`src/rtl/uart_pkg.sv`:
```
// UART shared definitions: frame FSM states and line constants.
// Imported by both the transmit and receive paths.
package uart_pkg;

  typedef enum logic [2:0] {
    TX_IDLE,
    TX_START,
    TX_DATA,
    TX_PARITY,
    TX_STOP
  } tx_state_t;

  localparam int   UART_DATA_BITS  = 8;
  localparam logic UART_IDLE_LEVEL = 1'b1;

endpackage

```
`src/rtl/uart_tx_frame_if.sv`:
```
// Byte-load / line-status bundle between the byte source
// (with its parity generator) and the transmit framer.
interface uart_tx_frame_if;

  logic [7:0] Tx_data;
  logic       Load_data;
  logic       Parity;
  logic       Tx_out;
  logic       Tx_busy;
  logic       Tx_done;

  modport master (
    output Tx_data,
    output Load_data,
    output Parity,
    input  Tx_out,
    input  Tx_busy,
    input  Tx_done
  );

  modport slave (
    input  Tx_data,
    input  Load_data,
    input  Parity,
    output Tx_out,
    output Tx_busy,
    output Tx_done
  );

endinterface

```
`src/rtl/uart_baud_gen.sv`:
```
// Bit-time counter: registered one-cycle tick in the cycle
// where the count sits at CLKS_PER_BIT-1.
module uart_baud_gen #(
  parameter int CLKS_PER_BIT = 868
) (
  input  logic clk,
  input  logic rst_n,
  input  logic clear,
  input  logic enable,
  output logic bit_tick
);

  localparam int W =
    (CLKS_PER_BIT > 1) ? $clog2(CLKS_PER_BIT) : 1;
  localparam logic [W-1:0] LAST = W'(CLKS_PER_BIT - 1);

  logic [W-1:0] cnt_q, cnt_d;
  logic         tick_q, tick_d;

  // tick is registered from the next count, so it lines up
  // with the cycle that holds LAST
  always_comb begin
    cnt_d = cnt_q;
    if (clear || !enable) begin
      cnt_d = '0;
    end else if (cnt_q == LAST) begin
      cnt_d = '0;
    end else begin
      cnt_d = cnt_q + W'(1);
    end
    tick_d = enable && !clear && (cnt_d == LAST);
  end

  always_ff @(posedge clk or negedge rst_n) begin
    if (!rst_n) begin
      cnt_q  <= '0;
      tick_q <= 1'b0;
    end else begin
      cnt_q  <= cnt_d;
      tick_q <= tick_d;
    end
  end

  assign bit_tick = tick_q;

endmodule

```
`src/rtl/uart_tx_frame.sv`:
```
// UART transmit framer: start, 8 data bits LSB-first,
// optional parity and 1-2 stop bits at CLKS_PER_BIT.
module uart_tx_frame
  import uart_pkg::*;
#(
  parameter int CLKS_PER_BIT = 868,
  parameter int PARITY_EN    = 1,
  parameter int PARITY_ODD   = 0,
  parameter int STOP_BITS    = 1
) (
  input  logic            clk,
  input  logic            rst_n,
  uart_tx_frame_if.slave  tx
);

  localparam logic ODD_FLIP  = (PARITY_ODD != 0);
  localparam logic LAST_STOP = (STOP_BITS == 2);

  tx_state_t state_q, state_d;
  logic [UART_DATA_BITS-1:0] shift_q, shift_d;
  logic [2:0] idx_q, idx_d;
  logic       par_q, par_d;
  logic       stop_q, stop_d;
  logic       tx_out_q, tx_out_d;
  logic       busy_q, busy_d;
  logic       done_q, done_d;
  logic       bit_tick;
  logic       load_ok;

  assign load_ok = (state_q == TX_IDLE) && tx.Load_data;

  uart_baud_gen #(
    .CLKS_PER_BIT(CLKS_PER_BIT)
  ) u_baud (
    .clk     (clk),
    .rst_n   (rst_n),
    .clear   (load_ok),
    .enable  (state_q != TX_IDLE),
    .bit_tick(bit_tick)
  );

  always_ff @(posedge clk or negedge rst_n) begin
    if (!rst_n) begin
      state_q  <= TX_IDLE;
      shift_q  <= '0;
      idx_q    <= '0;
      par_q    <= 1'b0;
      stop_q   <= 1'b0;
      tx_out_q <= UART_IDLE_LEVEL;
      busy_q   <= 1'b0;
      done_q   <= 1'b0;
    end else begin
      state_q  <= state_d;
      shift_q  <= shift_d;
      idx_q    <= idx_d;
      par_q    <= par_d;
      stop_q   <= stop_d;
      tx_out_q <= tx_out_d;
      busy_q   <= busy_d;
      done_q   <= done_d;
    end
  end

  always_comb begin
    state_d = state_q;
    shift_d = shift_q;
    idx_d   = idx_q;
    par_d   = par_q;
    stop_d  = stop_q;
    unique case (state_q)
      TX_IDLE: begin
        if (tx.Load_data) begin
          state_d = TX_START;
          shift_d = tx.Tx_data;
          par_d   = tx.Parity ^ ODD_FLIP;
        end
      end
      TX_START: begin
        if (bit_tick) begin
          state_d = TX_DATA;
          idx_d   = '0;
        end
      end
      TX_DATA: begin
        if (bit_tick) begin
          shift_d = shift_q >> 1;
          idx_d   = idx_q + 3'd1;
          stop_d  = 1'b0;
          if (idx_q == 3'd7) begin
            state_d = (PARITY_EN != 0) ? TX_PARITY : TX_STOP;
          end
        end
      end
      TX_PARITY: begin
        if (bit_tick) begin
          state_d = TX_STOP;
          stop_d  = 1'b0;
        end
      end
      TX_STOP: begin
        if (bit_tick) begin
          stop_d = 1'b1;
          if (stop_q == LAST_STOP) begin
            state_d = TX_IDLE;
          end
        end
      end
      default: state_d = TX_IDLE;
    endcase
  end

  // outputs are decoded from next state so they register
  // in step with the FSM
  always_comb begin
    unique case (state_d)
      TX_START:  tx_out_d = 1'b0;
      TX_DATA:   tx_out_d = shift_d[0];
      TX_PARITY: tx_out_d = par_d;
      default:   tx_out_d = UART_IDLE_LEVEL;
    endcase
    busy_d = (state_d != TX_IDLE);
    done_d = (state_q == TX_STOP) && (state_d == TX_IDLE);
  end

  assign tx.Tx_out  = tx_out_q;
  assign tx.Tx_busy = busy_q;
  assign tx.Tx_done = done_q;

endmodule

```
`src/flat_wrapper.sv`:
```
// flat-port wrapper written by rule: the top's interface ports become plain ports
module uart_tx_frame_flat import uart_pkg::*;
#(
  parameter int CLKS_PER_BIT = 868,
  parameter int PARITY_EN    = 1,
  parameter int PARITY_ODD   = 0,
  parameter int STOP_BITS    = 1
)
  (clk, rst_n, tx_Tx_data, tx_Load_data, tx_Parity, tx_Tx_out, tx_Tx_busy, tx_Tx_done);
  uart_tx_frame_if tx_i ();
  input  logic clk;
  input  logic rst_n;
  input wire logic [$bits(tx_i.Tx_data)-1:0] tx_Tx_data;
  input wire logic [$bits(tx_i.Load_data)-1:0] tx_Load_data;
  input wire logic [$bits(tx_i.Parity)-1:0] tx_Parity;
  output wire logic [$bits(tx_i.Tx_out)-1:0] tx_Tx_out;
  output wire logic [$bits(tx_i.Tx_busy)-1:0] tx_Tx_busy;
  output wire logic [$bits(tx_i.Tx_done)-1:0] tx_Tx_done;
  assign tx_i.Tx_data = tx_Tx_data;
  assign tx_i.Load_data = tx_Load_data;
  assign tx_i.Parity = tx_Parity;
  assign tx_Tx_out = tx_i.Tx_out;
  assign tx_Tx_busy = tx_i.Tx_busy;
  assign tx_Tx_done = tx_i.Tx_done;
  uart_tx_frame #(.CLKS_PER_BIT(CLKS_PER_BIT), .PARITY_EN(PARITY_EN), .PARITY_ODD(PARITY_ODD), .STOP_BITS(STOP_BITS)) u_core (.clk(clk), .rst_n(rst_n), .tx(tx_i));
endmodule
```
`config.mk`:
```
export PLATFORM = sky130hd
export DESIGN_NAME = uart_tx_frame_flat
export DESIGN_NICKNAME = d
export VERILOG_FILES = /design/src/rtl/uart_pkg.sv /design/src/rtl/uart_tx_frame_if.sv /design/src/rtl/uart_baud_gen.sv /design/src/rtl/uart_tx_frame.sv /design/src/flat_wrapper.sv
export SDC_FILE = /design/constraint.sdc
export NUM_CORES = 1
export LEC_CHECK = 0
export CAP_MARGIN = 20
export CORE_ASPECT_RATIO = 2
export CORE_MARGIN = 2
export CORE_UTILIZATION = 43
export DETAILED_ROUTE_END_ITERATION = 8
export DONT_BUFFER_PORTS = 1
export GPL_TIMING_DRIVEN = 0
export PLACE_DENSITY_LB_ADDON = 0.25
export SETUP_SLACK_MARGIN = 0.3
export SYNTH_ARGS = -nofsm -noshare
export SYNTH_HDL_FRONTEND = slang
export SYNTH_HIERARCHICAL = 1
export SYNTH_SLANG_ARGS = --single-unit
```
`constraint.sdc`:
```
create_clock -name clk -period 2.1 [get_ports clk]
set_clock_uncertainty 0.05 [all_clocks]
set_input_delay 0.105 -clock clk [delete_from_list [all_inputs] [get_ports clk]]
set_output_delay 0.105 -clock clk [all_outputs]
set_load 0.02 [all_outputs]
```
==> impl_metrics.json <==
{
  "status": "finished, final reports clean",
  "place.gp.congestion": 0.877,
  "synth-async-reset-ratio": 1.00,
  "worst-r2r-cell-count": 6,
  "crit_required_ps": 2230,
  "grt_pass1_wl_mm": 5.53,
  "ff2ff_setup_slack_ps": 340,
  "cts_buffers": 5,
  "drt-total-wl_mm": 3.24,
  "place.port_buffers": 0,
  "arrival_ps": 1880,
  "clkTransAtPathRegs_ps": 60,
  "cts-htree-levels": 2,
  "crit_end": "u_core/u_baud/bit_tick",
  "maxSlewHeadroom": 0.700,
  "root_buffer": "clkbuf_8",
  "tightest_slew_ps": 446,
  "fp.coreArea_mm2": 0.00338,
  "syn_inst": 145,
  "yosysWarnings": 6,
  "clock_latency_ps": 280,
  "slew_viol_final": 0,
  "num_rows": 30,
  "antenna_found_initial": 0,
  "maxCapViolations": 0,
  "cts.sinks": 30,
  "dieArea_mm2": 0.00407,
  "ys_top_cells_by_count": "dfrtp_1 (29), nand2_1 (19), nor2_1 (12)",
  "yosysUniqueCellTypes": 41,
  "cp-start-kind": "flip-flop",
  "syn_nets": 160,
  "crit_path_end_kind": "flip-flop",
  "p_leak_nw": 0.894,
  "synth_seq_area_share": 0.493,
  "num_vias": 1223,
  "grt_pass1_vias": 1291,
  "path_class": "reg2reg",
  "postRouteAntennaNets": 0,
  "setup_tns_ps": 0,
  "rsz0062_at_grt": "no",
  "r2r_start": "u_core/u_baud/cnt_q[1]",
  "yosys-top-cells-area": "dfrtp_1 (48%), nand2_1 (4.7%), a22o_1 (3.4%), a22oi_1 (3.0%), nor2_1 (3.0%)",
  "post-route-min-period_ps": 1760,
  "syn_to_final_growth_pct": 26.3,
  "holdCritPathClass": "in2reg",
  "grt_max_degree": 31,
  "crit_start": "u_core/u_baud/cnt_q[1]",
  "synth_top_area_frac": 0.476,
  "first_pass_iters": 6,
  "postSynthAreaPerCell_um2": 10.5,
  "initial_core_util": 0.451,
  "grt-ovfl-total": 0,
  "place_hpwl_mm": 2.17,
  "hold_viol_final": 0,
  "drive_gt1_frac": 0.263,
  "r2r-end": "u_core/u_baud/bit_tick",
  "route.detailed.drc": 0,
  "cts_tree": "yes",
  "report.final.setup_viol": 0,
  "synth-main-ff-cell": "dfrtp_1",
  "boundaryPins": 15,
  "wire_per_inst_um": 15.7,
  "syn_area_mm2": 0.00152,
  "synth-edff-count": 0,
  "finalCritPeriodShare": 0.836,
  "antenna_cells": 0,
  "clockBufferDepth": 2,
  "grt_util_all_layers": 0.186,
  "max_freq_mhz": 569,
  "synth_seq_cells": 30,
  "synth_largest_area_cell": "dfrtp_1",
  "ir_worst_vdd_mv": 0.543,
  "p_per_area_mw_per_mm2": 803,
  "via_per_inst": 5.91,
  "drt-initial-drc-count": 32,
  "die_h_um": 88.2,
  "num-nets-final": 189,
  "critPathMaxFanout": 5,
  "die_w_um": 46.1,
  "p_total_mw": 1.54,
  "synth.most_common_cell": "dfrtp_1"
}
[placed cells by master (no fill, tap or decap), types with 3 or more instances in the layout]
master / instances
dfrtp_1: 26
nand2_1: 19
buf_4: 13
nor2_1: 12
dlygate4sd3_1: 9
clkbuf_8: 7
a22oi_1: 6
a22o_1: 6
o21ai_0: 6
buf_6: 5
inv_1: 5
and3_1: 4
nand3_1: 4
a21oi_1: 3
nor4b_1: 3
dfrtp_2: 3
xnor2_1: 3
[per-stage QoR]
step / util / worst slack [ps] / std cells / cell area [µm²] / hold slack [ps]
global placement: 0.466 / 166 / 177 / 1580 / -240
floorplan: - / 305 / 145 / 1540 / -241
detailed placement: 0.466 / 135 / 177 / 1580 / -240
CTS: 0.554 / 311 / 201 / 1870 / 90.7
finish: 0.570 / 344 / 207 / 1920 / 99.5
global route: 0.570 / 299 / 207 / 1920 / 95.9
[layer usage]
metal / routed length, µm / global-route usage
met5: 0 / 0
met4: 136 / 0.122
met3: 114 / 0.0433
met2: 1810 / 0.317
met1: 1180 / 0.191
[flip-flops by register name, summed over array words and instances (netlist names)]
name	count
u_core/state_q	3
u_core/u_baud/cnt_q	10
u_core/idx_q	3
u_core/tx.Tx_busy	1
u_core/shift_q	8
u_core/par_q	1
u_core/u_baud/bit_tick	1
u_core/tx.Tx_done	1
u_core/stop_q	1
u_core/tx.Tx_out	1
[worst max-delay path, cell delays in order, from the launching register on]
cell       delay [ps]
dfrtp_1           420
ha_4              190
and3_1            140
a31o_2            240
buf_6             120
a21o_1            180
a2111oi_4         310
[cell type report]
type	instances	area, µm²
well taps	32	40.0
clock inverters	1	5.00
multi-input cells	102	726
flip-flops and latches	30	756
plain buffers	8	92.6
fillers	285	1450
repair buffers	22	200
inverters	5	18.8
clock buffers	7	86.3
[what timing repair did]
| action | in CTS | in global routing |
|---|---|---|
| hold endpoints to repair | 38 | 0 |
| buffers inserted | 6 | 6 |
| gates resized for setup | 11 | 3 |
| hold buffers | 10 | 0 |
| cloned | 0 | 0 |
| setup endpoints to repair | 3 | 5 |
| pin swaps | 0 | 3 |
[power by group]
group / total [mW] / internal [mW] / switching [mW]
registers: 0.756 / 0.666 / 0.0900
clock network: 0.469 / 0.264 / 0.206
logic: 0.320 / 0.162 / 0.157
[cells by family after synthesis]
logic type	Yosys count	share of synthesized area
AOI/OAI and AO/OA	32	0.170
xor gates and xnor gates	5	0.0287
adders and majority gates	3	0.0246
buffers and inverters	13	0.0501
DFF	30	0.493
muxes	2	0.0148
and+or+nand+nor	60	0.218
[worst min-delay path by stage]
stage / from / end / cells after the start / slack, ps
6_report: tx_Tx_data[0] / u_core/shift_q[0] / 2 / 100
5_1_grt: tx_Tx_data[0] / u_core/shift_q[0] / 2 / 100
4_1_cts: tx_Tx_data[0] / u_core/shift_q[0] / 2 / 90
3_5_place_dp: rst_n / u_core/tx.Tx_done / 0 / -240
3_3_place_gp: rst_n / u_core/tx.Tx_done / 0 / -240
2_1_floorplan: rst_n / u_core/idx_q[0] / 0 / -240
No activity file was read; power rests on OpenSTA's default activity.
